$ cat config.mk
export PLATFORM = sky130hd
export DESIGN_NAME = lcd_write_module_flat
export DESIGN_NICKNAME = d
export VERILOG_FILES = /design/src/rtl/lcd_pkg.sv /design/src/rtl/lcd_write_module_if.sv /design/src/rtl/lcd_tick_gen.sv /design/src/rtl/lcd_write_module.sv /design/src/flat_wrapper.sv
export SDC_FILE = /design/constraint.sdc
export NUM_CORES = 1
export LEC_CHECK = 0
export ABC_AREA = 1
export BUFFER_PORTS_ARGS = -buffer_cell sky130_fd_sc_hd__buf_2
export CELL_PAD_IN_SITES_DETAIL_PLACEMENT = 1
export CELL_PAD_IN_SITES_GLOBAL_PLACEMENT = 2
export CORE_ASPECT_RATIO = 1.4
export CORE_MARGIN = 1.5
export CORE_UTILIZATION = 30
export DETAILED_ROUTE_END_ITERATION = 6
export GPL_TIMING_DRIVEN = 0
export PLACE_DENSITY = 0.77
export SYNTH_ARGS = -nofsm -noshare
export SYNTH_HDL_FRONTEND = slang
export SYNTH_SLANG_ARGS = --single-unit
$ cat constraint.sdc
create_clock -name clk -period 2 [get_ports clk]
set_clock_uncertainty 0.1 [all_clocks]
set_input_delay 0.4 -clock clk [delete_from_list [all_inputs] [get_ports clk]]
set_output_delay 0.4 -clock clk [all_outputs]
set_load 0.005 [all_outputs]
$ cat src/rtl/lcd_pkg.sv
// rtl/lcd_pkg.sv - shared command codes, state/phase enums and init-command lookup
package lcd_pkg;

  localparam logic [7:0] LCD_CMD_FUNC  = 8'h38;
  localparam logic [7:0] LCD_CMD_DISP  = 8'h0C;
  localparam logic [7:0] LCD_CMD_ENTRY = 8'h06;
  localparam logic [7:0] LCD_CMD_CLEAR = 8'h01;
  localparam logic [7:0] LCD_CMD_LINE1 = 8'h80;

  typedef enum logic [2:0] {
    ST_PWRUP,
    ST_INIT,
    ST_SET_ADDR,
    ST_WR_CHAR,
    ST_DONE
  } lcd_state_t;

  typedef enum logic [1:0] {
    PH_P0,
    PH_P1,
    PH_P2
  } lcd_phase_t;

  // Init sequence order: function set, display on, entry mode, clear
  function automatic logic [7:0] lcd_init_cmd(input logic [1:0] idx);
    case (idx)
      2'd0:    return LCD_CMD_FUNC;
      2'd1:    return LCD_CMD_DISP;
      2'd2:    return LCD_CMD_ENTRY;
      default: return LCD_CMD_CLEAR;
    endcase
  endfunction

endpackage

$ cat src/rtl/lcd_write_module_if.sv
// rtl/lcd_write_module_if.sv - ROM fetch and LCD pin bundle between ROM stage, controller and panel
interface lcd_write_module_if;
  logic [7:0] rom_data_after;
  logic [4:0] rom_addr_after;
  logic       lcd_rs;
  logic       lcd_rw;
  logic       lcd_en;
  logic [7:0] lcd_data;
  logic       frame_done;

  modport master (
    input  rom_data_after,
    output rom_addr_after, lcd_rs, lcd_rw, lcd_en, lcd_data, frame_done
  );

  modport slave (
    output rom_data_after,
    input  rom_addr_after, lcd_rs, lcd_rw, lcd_en, lcd_data, frame_done
  );
endinterface

$ cat src/rtl/lcd_tick_gen.sv
// rtl/lcd_tick_gen.sv - free-running phase tick, one pulse every STEP_CYCLES clocks
module lcd_tick_gen #(
  parameter int STEP_CYCLES = 50000
) (
  input  logic clk,
  input  logic rst_n,
  output logic tick
);

  localparam int CW = (STEP_CYCLES > 1) ? $clog2(STEP_CYCLES) : 1;

  logic [CW-1:0] r_cnt;
  logic          w_wrap;

  assign w_wrap = (r_cnt == CW'(STEP_CYCLES - 1));
  assign tick   = w_wrap;

  // Count 0..STEP_CYCLES-1 and wrap
  always_ff @(posedge clk or negedge rst_n) begin
    if (!rst_n) begin
      r_cnt <= '0;
    end else if (w_wrap) begin
      r_cnt <= '0;
    end else begin
      r_cnt <= r_cnt + 1'b1;
    end
  end

endmodule

$ cat src/rtl/lcd_write_module.sv
// rtl/lcd_write_module.sv - HD44780 init + line-1 writer; LCD_REFRESH_EN selects continuous rewrite
module lcd_write_module
  import lcd_pkg::*;
#(
  parameter int STEP_CYCLES   = 50000,
  parameter int POWERUP_TICKS = 20,
  parameter int NUM_CHARS     = 20
) (
  input  logic               clk,
  input  logic               rst_n,
  lcd_write_module_if.master bus
);

  localparam int PWR_W = $clog2(POWERUP_TICKS + 1) > 0 ? $clog2(POWERUP_TICKS + 1) : 1;

  logic             w_tick;
  logic             w_last_char;

  lcd_state_t       r_state, w_state;
  lcd_phase_t       r_phase, w_phase;
  logic [1:0]       r_cmd,   w_cmd;
  logic [PWR_W-1:0] r_pwr,   w_pwr;
  logic [4:0]       r_addr,  w_addr;
  logic             r_rs,    w_rs;
  logic             r_en,    w_en;
  logic [7:0]       r_data,  w_data;
  logic             r_done,  w_done;

  lcd_tick_gen #(.STEP_CYCLES(STEP_CYCLES)) u_tick (
    .clk   (clk),
    .rst_n (rst_n),
    .tick  (w_tick)
  );

  assign w_last_char = (r_addr == 5'(NUM_CHARS - 1));

  assign bus.rom_addr_after = r_addr;
  assign bus.lcd_rs         = r_rs;
  assign bus.lcd_rw         = 1'b0;
  assign bus.lcd_en         = r_en;
  assign bus.lcd_data       = r_data;
  assign bus.frame_done     = r_done;

  // Registered FSM and pin state; reset clears pins without waiting for a clock
  always_ff @(posedge clk or negedge rst_n) begin
    if (!rst_n) begin
      r_state <= ST_PWRUP;
      r_phase <= PH_P0;
      r_cmd   <= '0;
      r_pwr   <= '0;
      r_addr  <= '0;
      r_rs    <= 1'b0;
      r_en    <= 1'b0;
      r_data  <= 8'h00;
      r_done  <= 1'b0;
    end else begin
      r_state <= w_state;
      r_phase <= w_phase;
      r_cmd   <= w_cmd;
      r_pwr   <= w_pwr;
      r_addr  <= w_addr;
      r_rs    <= w_rs;
      r_en    <= w_en;
      r_data  <= w_data;
      r_done  <= w_done;
    end
  end

  // Next state: everything advances on tick; bus is loaded when a transfer enters P0,
  // address steps when a char enters P2 so ROM data has a full phase to settle
  always_comb begin
    w_state = r_state;
    w_phase = r_phase;
    w_cmd   = r_cmd;
    w_pwr   = r_pwr;
    w_addr  = r_addr;
    w_rs    = r_rs;
    w_en    = r_en;
    w_data  = r_data;
    w_done  = 1'b0;
    if (w_tick) begin
      case (r_state)
        ST_PWRUP: begin
          if (int'(r_pwr) + 1 >= POWERUP_TICKS) begin
            w_state = ST_INIT;
            w_phase = PH_P0;
            w_cmd   = 2'd0;
            w_rs    = 1'b0;
            w_data  = lcd_init_cmd(2'd0);
          end else begin
            w_pwr = r_pwr + 1'b1;
          end
        end
        ST_DONE: begin
          w_en = 1'b0;
        end
        default: begin
          case (r_phase)
            PH_P0: begin
              w_phase = PH_P1;
              w_en    = 1'b1;
            end
            PH_P1: begin
              w_phase = PH_P2;
              w_en    = 1'b0;
              if (r_state == ST_WR_CHAR) begin
                if (w_last_char) begin
                  w_addr = '0;
                  w_done = 1'b1;
                end else begin
                  w_addr = r_addr + 1'b1;
                end
              end
            end
            default: begin
              w_phase = PH_P0;
              case (r_state)
                ST_INIT: begin
                  if (r_cmd == 2'd3) begin
                    w_state = ST_SET_ADDR;
                    w_rs    = 1'b0;
                    w_data  = LCD_CMD_LINE1;
                  end else begin
                    w_cmd  = r_cmd + 2'd1;
                    w_data = lcd_init_cmd(r_cmd + 2'd1);
                  end
                end
                ST_SET_ADDR: begin
                  w_state = ST_WR_CHAR;
                  w_rs    = 1'b1;
                  w_data  = bus.rom_data_after;
                end
                default: begin
                  // Address already wrapped to 0 means the last char just finished
                  if (r_addr == 5'd0) begin
`ifdef LCD_REFRESH_EN
                    w_state = ST_SET_ADDR;
                    w_rs    = 1'b0;
                    w_data  = LCD_CMD_LINE1;
`else
                    w_state = ST_DONE;
`endif
                  end else begin
                    w_rs   = 1'b1;
                    w_data = bus.rom_data_after;
                  end
                end
              endcase
            end
          endcase
        end
      endcase
    end
  end

endmodule

$ cat src/flat_wrapper.sv
// flat-port wrapper written by rule: the top's interface ports become plain ports
module lcd_write_module_flat import lcd_pkg::*;
#(
  parameter int STEP_CYCLES   = 50000,
  parameter int POWERUP_TICKS = 20,
  parameter int NUM_CHARS     = 20
)
  (clk, rst_n, bus_rom_data_after, bus_rom_addr_after, bus_lcd_rs, bus_lcd_rw, bus_lcd_en, bus_lcd_data, bus_frame_done);
  lcd_write_module_if bus_i ();
  input  logic clk;
  input  logic rst_n;
  input wire logic [$bits(bus_i.rom_data_after)-1:0] bus_rom_data_after;
  output wire logic [$bits(bus_i.rom_addr_after)-1:0] bus_rom_addr_after;
  output wire logic [$bits(bus_i.lcd_rs)-1:0] bus_lcd_rs;
  output wire logic [$bits(bus_i.lcd_rw)-1:0] bus_lcd_rw;
  output wire logic [$bits(bus_i.lcd_en)-1:0] bus_lcd_en;
  output wire logic [$bits(bus_i.lcd_data)-1:0] bus_lcd_data;
  output wire logic [$bits(bus_i.frame_done)-1:0] bus_frame_done;
  assign bus_i.rom_data_after = bus_rom_data_after;
  assign bus_rom_addr_after = bus_i.rom_addr_after;
  assign bus_lcd_rs = bus_i.lcd_rs;
  assign bus_lcd_rw = bus_i.lcd_rw;
  assign bus_lcd_en = bus_i.lcd_en;
  assign bus_lcd_data = bus_i.lcd_data;
  assign bus_frame_done = bus_i.frame_done;
  lcd_write_module #(.STEP_CYCLES(STEP_CYCLES), .POWERUP_TICKS(POWERUP_TICKS), .NUM_CHARS(NUM_CHARS)) u_core (.clk(clk), .rst_n(rst_n), .bus(bus_i));
endmodule
Yosys cells after proc, flatten, opt, wreduce, memory -nomap -nowiden
Cells that the tools add are included.
Storage, ports and cells
  bits in read-only memories: 0
  memory bits (writable): 0
  word-level logic and storage cells: 87
  register bits: 44
  bits in latches: 0
  memories kept: 0
Operators by class
  equality and inequality tests: 15
  shift operators: 0
  reduce and logical (&&, ||, !) cells: 17
  bitwise logic cells: 4
  $mul: 0
  add/sub/neg operators: 5
  $lt $le $gt $ge: 1
  div/mod/pow operators: 0
  mux-type cells: 35
Operators with widths (number)
  greater-or-equal comparator 32 x 6 -> 1 bit, second input constant: 1
  2-to-1 mux 8 bit: 4
  one-hot mux 8 bit (2 select lines): 2
  one-hot mux 6 bit (3 select lines): 1
  AND reduction 6 bit: 3
  adder 16 x 1 -> 16 bit, second input constant: 1
  equality test 16 bit, second input constant: 1
  2-to-1 mux 16 bit: 1
  2-to-1 mux 3 bit: 4
  one-hot mux 2 bit (2 select lines): 3
  one-hot mux 3 bit (2 select lines): 2
  adder 5 x 1 -> 5 bit, second input constant: 2
  2-to-1 mux 1 bit: 9
  AND reduction 3 bit: 3
  2-to-1 mux 2 bit: 4
  one-hot mux 1 bit (2 select lines): 4
  adder 5 x 1 -> 6 bit, second input constant: 1
  equality test 3 x 2 -> 1 bit, second input constant: 2
  equality test 5 bit, second input constant: 1
  zero test 5 bit: 1
  2-to-1 mux 5 bit: 1
  AND reduction 5 bit: 1
  equality test 2 x 1 -> 1 bit, second input constant: 2
  equality test 2 bit, second input constant: 2
  15 further kinds: 21

Longest topological paths before layout
  word-level depth: 7
  mapped depth: 11

Modules after synthesis
Synthesis repeated with hierarchy kept, for this count alone.
Second synthesis, totals
  cells, all modules: 321
  area total of the unflattened synthesis: 2543.7 um2
By module, submodules not included
  lcd_write_module: sequential area each 700.7 um2, times used 1, area each 1666.6 um2, cells an instance 200
  lcd_tick_gen: sequential area each 400.4 um2, times used 1, area each 877.1 um2, cells an instance 121

Worst setup path before layout
Ideal clock, no wire load.
  path kind: reg-to-reg
  start: reg u_core.r_pwr[0]
  end: reg u_core.r_data[1] (netlist: u_core.bus.lcd_data[1])
  path slack: 0.333 ns
  library setup time: 0.123 ns
  stages on the path, launching flop included: 11
  arrival time: 1.444 ns
  buffers on the path: 1
  cells stage by stage: dfrtp_1 ha_1 nand2_1 nand2_1 nand3_1 nand2_2 nand2_2 nand3_4 buf_8 nand2_2 o21ai_2
On the way
  cells in the longest elaborated chain, start to end: 4
Ends and longest elaborated chain
  start: declaration: RTL line lcd_write_module.sv:22  | logic [PWR_W-1:0] r_pwr, w_pwr;
  start signal: assignment: RTL line lcd_write_module.sv:60  | r_pwr <= w_pwr;
  adder 5 x 1 -> 6 bit: RTL line lcd_write_module.sv:84  | if (int'(r_pwr) + 1 >= POWERUP_TICKS) begin
  greater-or-equal comparator 32 x 6 -> 1 bit: RTL line lcd_write_module.sv:84
  != test 2 x 1 -> 1 bit (no line)
  AND reduction 5 bit (no line)
  end signal: assignment: RTL line lcd_write_module.sv:64  | r_data <= w_data;
  end: declaration: RTL line lcd_write_module.sv:26  | logic [7:0] r_data, w_data;
No other way between the ends.
A chain may end at the register's enable or synchronous reset.

Final worst setup path
  start: reg u_core.r_pwr[0]
  end: reg u_core.r_cmd[0]
On the way
  cells in the longest elaborated chain, start to end: 4
Ends and longest elaborated chain
  adder 5 x 1 -> 6 bit: RTL line lcd_write_module.sv:84
  greater-or-equal comparator 32 x 6 -> 1 bit: RTL line lcd_write_module.sv:84
  != test 2 x 1 -> 1 bit (no line)
  AND reduction 6 bit (no line)
  end signal: assignment: RTL line lcd_write_module.sv:59  | r_cmd <= w_cmd;
  end: declaration: RTL line lcd_write_module.sv:21  | logic [1:0] r_cmd, w_cmd;
No other way between the ends.

==> metrics.txt <==
# TYPE chip_impl_metric gauge
chip_impl_info{name="run_status",value="complete, no violations"} 1
chip_impl_metric{name="routability_cong",unit=""} 0.772
chip_impl_metric{name="final.period_utilization",unit=""} 0.920
chip_impl_metric{name="netSwitchingFraction",unit=""} 0.202
chip_impl_metric{name="max_slew_margin",unit=""} 0.294
chip_impl_metric{name="n_fill_cell",unit=""} 1081
chip_impl_metric{name="cp.required",unit="ns"} 2.08
chip_impl_metric{name="cts_inserted_buffers",unit=""} 5
chip_impl_metric{name="die_area",unit="mm^2"} 0.00931
chip_impl_metric{name="p_int",unit="mW"} 1.48
chip_impl_metric{name="first_pass_grt_wire_length",unit="um"} 11000
chip_impl_metric{name="mappedNetlistNets",unit=""} 349
chip_impl_metric{name="drive_above_1_share",unit=""} 0.218
chip_impl_info{name="synth_top_cells_by_area",value="sky130_fd_sc_hd__dfrtp_1 42%, sky130_fd_sc_hd__nand2_1 12%, sky130_fd_sc_hd__inv_1 6.0%"} 1
chip_impl_metric{name="placementRows",unit=""} 40
chip_impl_metric{name="final_period_minus_worst_setup_slack",unit="ns"} 1.84
chip_impl_metric{name="synthToLayoutAreaGrowth",unit="%"} 16.8
chip_impl_metric{name="power.net_switching",unit="uW"} 375
chip_impl_metric{name="worst_voltage_drop_across_the_vdd_grid",unit="uV"} 307
chip_impl_info{name="library_cell_with_the_largest_summed_area_after_synthesis",value="sky130_fd_sc_hd__dfrtp_1"} 1
chip_impl_metric{name="globalRouteMet1Util",unit=""} 0.185
chip_impl_metric{name="post_cts_buffers",unit=""} 0
chip_impl_metric{name="fin_ws",unit="ns"} 0.160
chip_impl_metric{name="max_cap_viol_count",unit=""} 0
chip_impl_metric{name="worst_skew_pair.late_latency",unit="ns"} 0.29
chip_impl_metric{name="clock_sink_count",unit=""} 44
chip_impl_metric{name="use_met3",unit=""} 0.0248
chip_impl_metric{name="clock.fmax",unit="MHz"} 544
chip_impl_metric{name="total_grt_usage",unit=""} 0.152
chip_impl_metric{name="synth_area_per_cell",unit="um^2"} 7.94
chip_impl_metric{name="nNetsFinal",unit=""} 381
chip_impl_metric{name="final_core_util",unit=""} 0.360
chip_impl_metric{name="multiInputGateArea",unit="mm^2"} 0.00132
chip_impl_metric{name="cp_data_arrival_time",unit="ns"} 1.92
chip_impl_metric{name="crit_path_max_fanout",unit=""} 10
chip_impl_metric{name="post_synth_inst_count",unit=""} 330
chip_impl_info{name="top_usage_layer",value="met2"} 1
chip_impl_metric{name="detailed_place_hpwl",unit="um"} 4740
chip_impl_metric{name="routed_via_density",unit=""} 4.76
chip_impl_metric{name="ys_seq_elements",unit=""} 44
chip_impl_metric{name="synth_warnings",unit=""} 0
chip_impl_metric{name="worst_setup_hold_path_clk_slew",unit="ns"} 0.06
chip_impl_metric{name="p_seq_frac",unit=""} 0.479
chip_impl_metric{name="chipWidth",unit="um"} 82.0
chip_impl_metric{name="power.share.combinational",unit=""} 0.016
chip_impl_metric{name="grt_max_degree",unit=""} 45
chip_impl_info{name="clock-root-buffer",value="sky130_fd_sc_hd__clkbuf_16"} 1
chip_impl_metric{name="detailedRoute.firstPassIterationCount",unit=""} 4
chip_impl_metric{name="cts.htree.levels",unit=""} 2
chip_impl_metric{name="report.final.slew_viol_count",unit=""} 0
chip_impl_metric{name="power.leakage",unit="nW"} 1.54
chip_impl_metric{name="p_per_area",unit="mW/mm^2"} 608
chip_impl_metric{name="grt-ovfl-total",unit=""} 0
chip_impl_metric{name="detail_route.iter0.violations",unit=""} 46
chip_impl_info{name="rsz_0062_raised_after_global_routing",value="true"} 1
chip_impl_metric{name="postRouteWirelength",unit="um"} 6210
chip_impl_metric{name="buffer_ports.inserted",unit=""} 25
chip_impl_metric{name="synth.yosys.seq_area_share",unit=""} 0.420
chip_impl_metric{name="via_count",unit=""} 2227
chip_impl_metric{name="tightestPinTransition",unit="ns"} 1.06
chip_impl_metric{name="regArea",unit="mm^2"} 0.00110
chip_impl_metric{name="post_cts_resized",unit=""} 0
chip_impl_info{name="critical_path.startpoint_type",value="flop"} 1
chip_impl_metric{name="antenna_found_initial",unit=""} 0
chip_impl_metric{name="final-setup-viol-count",unit=""} 0
chip_impl_info{name="final_cell_mix",value="82 x sky130_fd_sc_hd__nand2_1, 43 x sky130_fd_sc_hd__dfrtp_1, 42 x sky130_fd_sc_hd__inv_1"} 1
chip_impl_metric{name="netlist_area",unit="mm^2"} 0.00262
chip_impl_metric{name="initial_core_utilization",unit=""} 0.308
chip_impl_metric{name="pwr-share-clk",unit=""} 0.506
chip_impl_info{name="end_kind",value="flop"} 1
chip_impl_metric{name="timing_hold_violations_final",unit=""} 0
chip_impl_metric{name="dp_slack",unit="ns"} 0.0256
chip_impl_metric{name="diodes",unit=""} 0
chip_impl_metric{name="global_route.usage.met2",unit=""} 0.269
chip_impl_metric{name="top_level_ports",unit=""} 27
chip_impl_info{name="layout.cells.most_common",value="sky130_fd_sc_hd__nand2_1"} 1
chip_impl_metric{name="cts-root-to-sink-buffers",unit=""} 2
chip_impl_metric{name="core_area",unit="mm^2"} 0.00851
chip_impl_metric{name="chipHeight",unit="um"} 114
chip_impl_metric{name="drc",unit=""} 0
chip_impl_metric{name="wire_per_inst",unit="um"} 13.3
chip_impl_metric{name="grt_pass1_vias",unit=""} 2346
chip_impl_info{name="clock_tree_from_tritoncts",value="done"} 1
chip_impl_metric{name="hold_buffers",unit=""} 0
chip_impl_metric{name="hold_slack",unit="ns"} 0.212
chip_impl_metric{name="yosys.area.top_type_share",unit=""} 0.420
chip_impl_metric{name="antenna_violating_nets_post_route",unit=""} 0
chip_impl_metric{name="post_synth_num_cell_types",unit=""} 35
chip_impl_info{name="worstSetupPathType",value="reg -> reg"} 1
chip_impl_info{name="min_path_type",value="in -> async"} 1
-- stage by stage --
stage / power [mW] / area, um^2 / std cells / setup TNS, ns
6_report: 1.86 / 3060 / 468 / 0
5_1_grt: 1.93 / 3060 / 468 / -0.0106
4_1_cts: 1.90 / 3040 / 468 / 0
3_5_place_dp: 0.938 / 2880 / 460 / 0
3_3_place_gp: 0.938 / 2880 / 460 / 0
2_1_floorplan: 0.909 / 2620 / 330 / 0
-- flip-flops by register name, summed over array words and instances (netlist names) --
register and cells:
u_core.u_tick.r_cnt 16, u_core.bus.lcd_data 8, u_core.bus.rom_addr_after 5, u_core.r_pwr 5, u_core.r_state 3, u_core.r_cmd 2, u_core.r_phase 2, u_core.bus.frame_done 1
u_core.bus.lcd_en 1, u_core.bus.lcd_rs 1
-- per-layer routing --
metal,up-vias,wire length [um]
met5,-,0
met4,0,91
met3,6,93
met2,11,3450
met1,1088,2580
li1,1122,-
-- synth_stat cells --
cell type	instances
sky130_fd_sc_hd__clkinv_2	1
sky130_fd_sc_hd__or2_0	1
sky130_fd_sc_hd__ha_1	9
sky130_fd_sc_hd__and3_1	1
sky130_fd_sc_hd__nor2_1	28
sky130_fd_sc_hd__xnor2_1	2
sky130_fd_sc_hd__nor3_2	2
sky130_fd_sc_hd__nand3_4	2
sky130_fd_sc_hd__a22oi_1	2
sky130_fd_sc_hd__inv_2	7
sky130_fd_sc_hd__nand3_1	23
sky130_fd_sc_hd__nor2_8	1
sky130_fd_sc_hd__a21oi_4	2
sky130_fd_sc_hd__nand2_1	82
sky130_fd_sc_hd__nand4_1	13
sky130_fd_sc_hd__nor2_2	5
sky130_fd_sc_hd__o22ai_1	1
sky130_fd_sc_hd__nor2_4	3
sky130_fd_sc_hd__o211ai_1	2
sky130_fd_sc_hd__nand2_4	2
sky130_fd_sc_hd__dfrtp_1	44
sky130_fd_sc_hd__nor3_1	3
sky130_fd_sc_hd__inv_1	42
sky130_fd_sc_hd__o21ai_2	5
sky130_fd_sc_hd__xor2_1	5
sky130_fd_sc_hd__o21ai_1	9
sky130_fd_sc_hd__buf_8	1
sky130_fd_sc_hd__a21oi_1	12
sky130_fd_sc_hd__nand2_2	10
sky130_fd_sc_hd__nor4_1	1
sky130_fd_sc_hd__conb_1	1
sky130_fd_sc_hd__buf_4	1
sky130_fd_sc_hd__nand3_2	1
sky130_fd_sc_hd__o21ai_0	5
sky130_fd_sc_hd__nand3b_1	1
-- worst max-delay path: stages, from the launching register on --
cell                      delay [ns]
sky130_fd_sc_hd__dfrtp_2        0.46
sky130_fd_sc_hd__ha_1           0.25
sky130_fd_sc_hd__nand2_1        0.10
sky130_fd_sc_hd__nand2_1        0.08
sky130_fd_sc_hd__nand3_1        0.10
sky130_fd_sc_hd__nand2_2        0.11
sky130_fd_sc_hd__a21oi_4        0.29
sky130_fd_sc_hd__nand2_1        0.11
sky130_fd_sc_hd__nand2_1        0.08
sky130_fd_sc_hd__nand2_1        0.05
-- logic make-up after synthesis --
group | synth area share
and+or+nand+nor | 0.338
buffers and inverters | 0.0807
DFF | 0.420
AOI/OAI and AO/OA | 0.0927
adders and majority gates | 0.0430
xor gates and xnor gates | 0.0234
other | 0.00143
-- area by class of cell --
type,count,area share
timing repair buffer,25,0.0409
buffer,2,0.00736
tap,105,0.0429
clock buffer,5,0.0409
sequential,44,0.360
inverter,50,0.0626
clock inverter,3,0.0139
multi-input combinational,234,0.431
-- path summary, 6_finish.rpt --
path,startpoint,to,slack (ns),cells after the start
max in group asynchronous,rst_n,u_core.r_pwr[0]$_DFFE_PN0P_,0.88,1
min,rst_n,u_core.r_pwr[3]$_DFFE_PN0P_,0.21,1
min in group clk,bus_rom_data_after[6],u_core.bus.lcd_data[6]$_DFFE_PN0P_,0.27,3
max,u_core.r_pwr[0]$_DFFE_PN0P_,u_core.r_cmd[0]$_DFFE_PN0P_,0.16,9
min reg2reg,u_core.u_tick.r_cnt[0]$_DFF_PN0_,u_core.u_tick.r_cnt[0]$_DFF_PN0_,0.37,1
max reg2reg,u_core.r_pwr[0]$_DFFE_PN0P_,u_core.r_cmd[0]$_DFFE_PN0P_,0.16,9
-- power groups by stage --
stage	Clock (mW)	Combinational, mW	Sequential [mW]
3_5_place_dp	0	0.0313	0.906
5_1_grt	1.01	0.0343	0.889
4_1_cts	0.975	0.0310	0.889
3_3_place_gp	0	0.0312	0.906
2_1_floorplan	0	0.00195	0.907
6_report	0.940	0.0289	0.890
(Power assumes the default switching activity.)
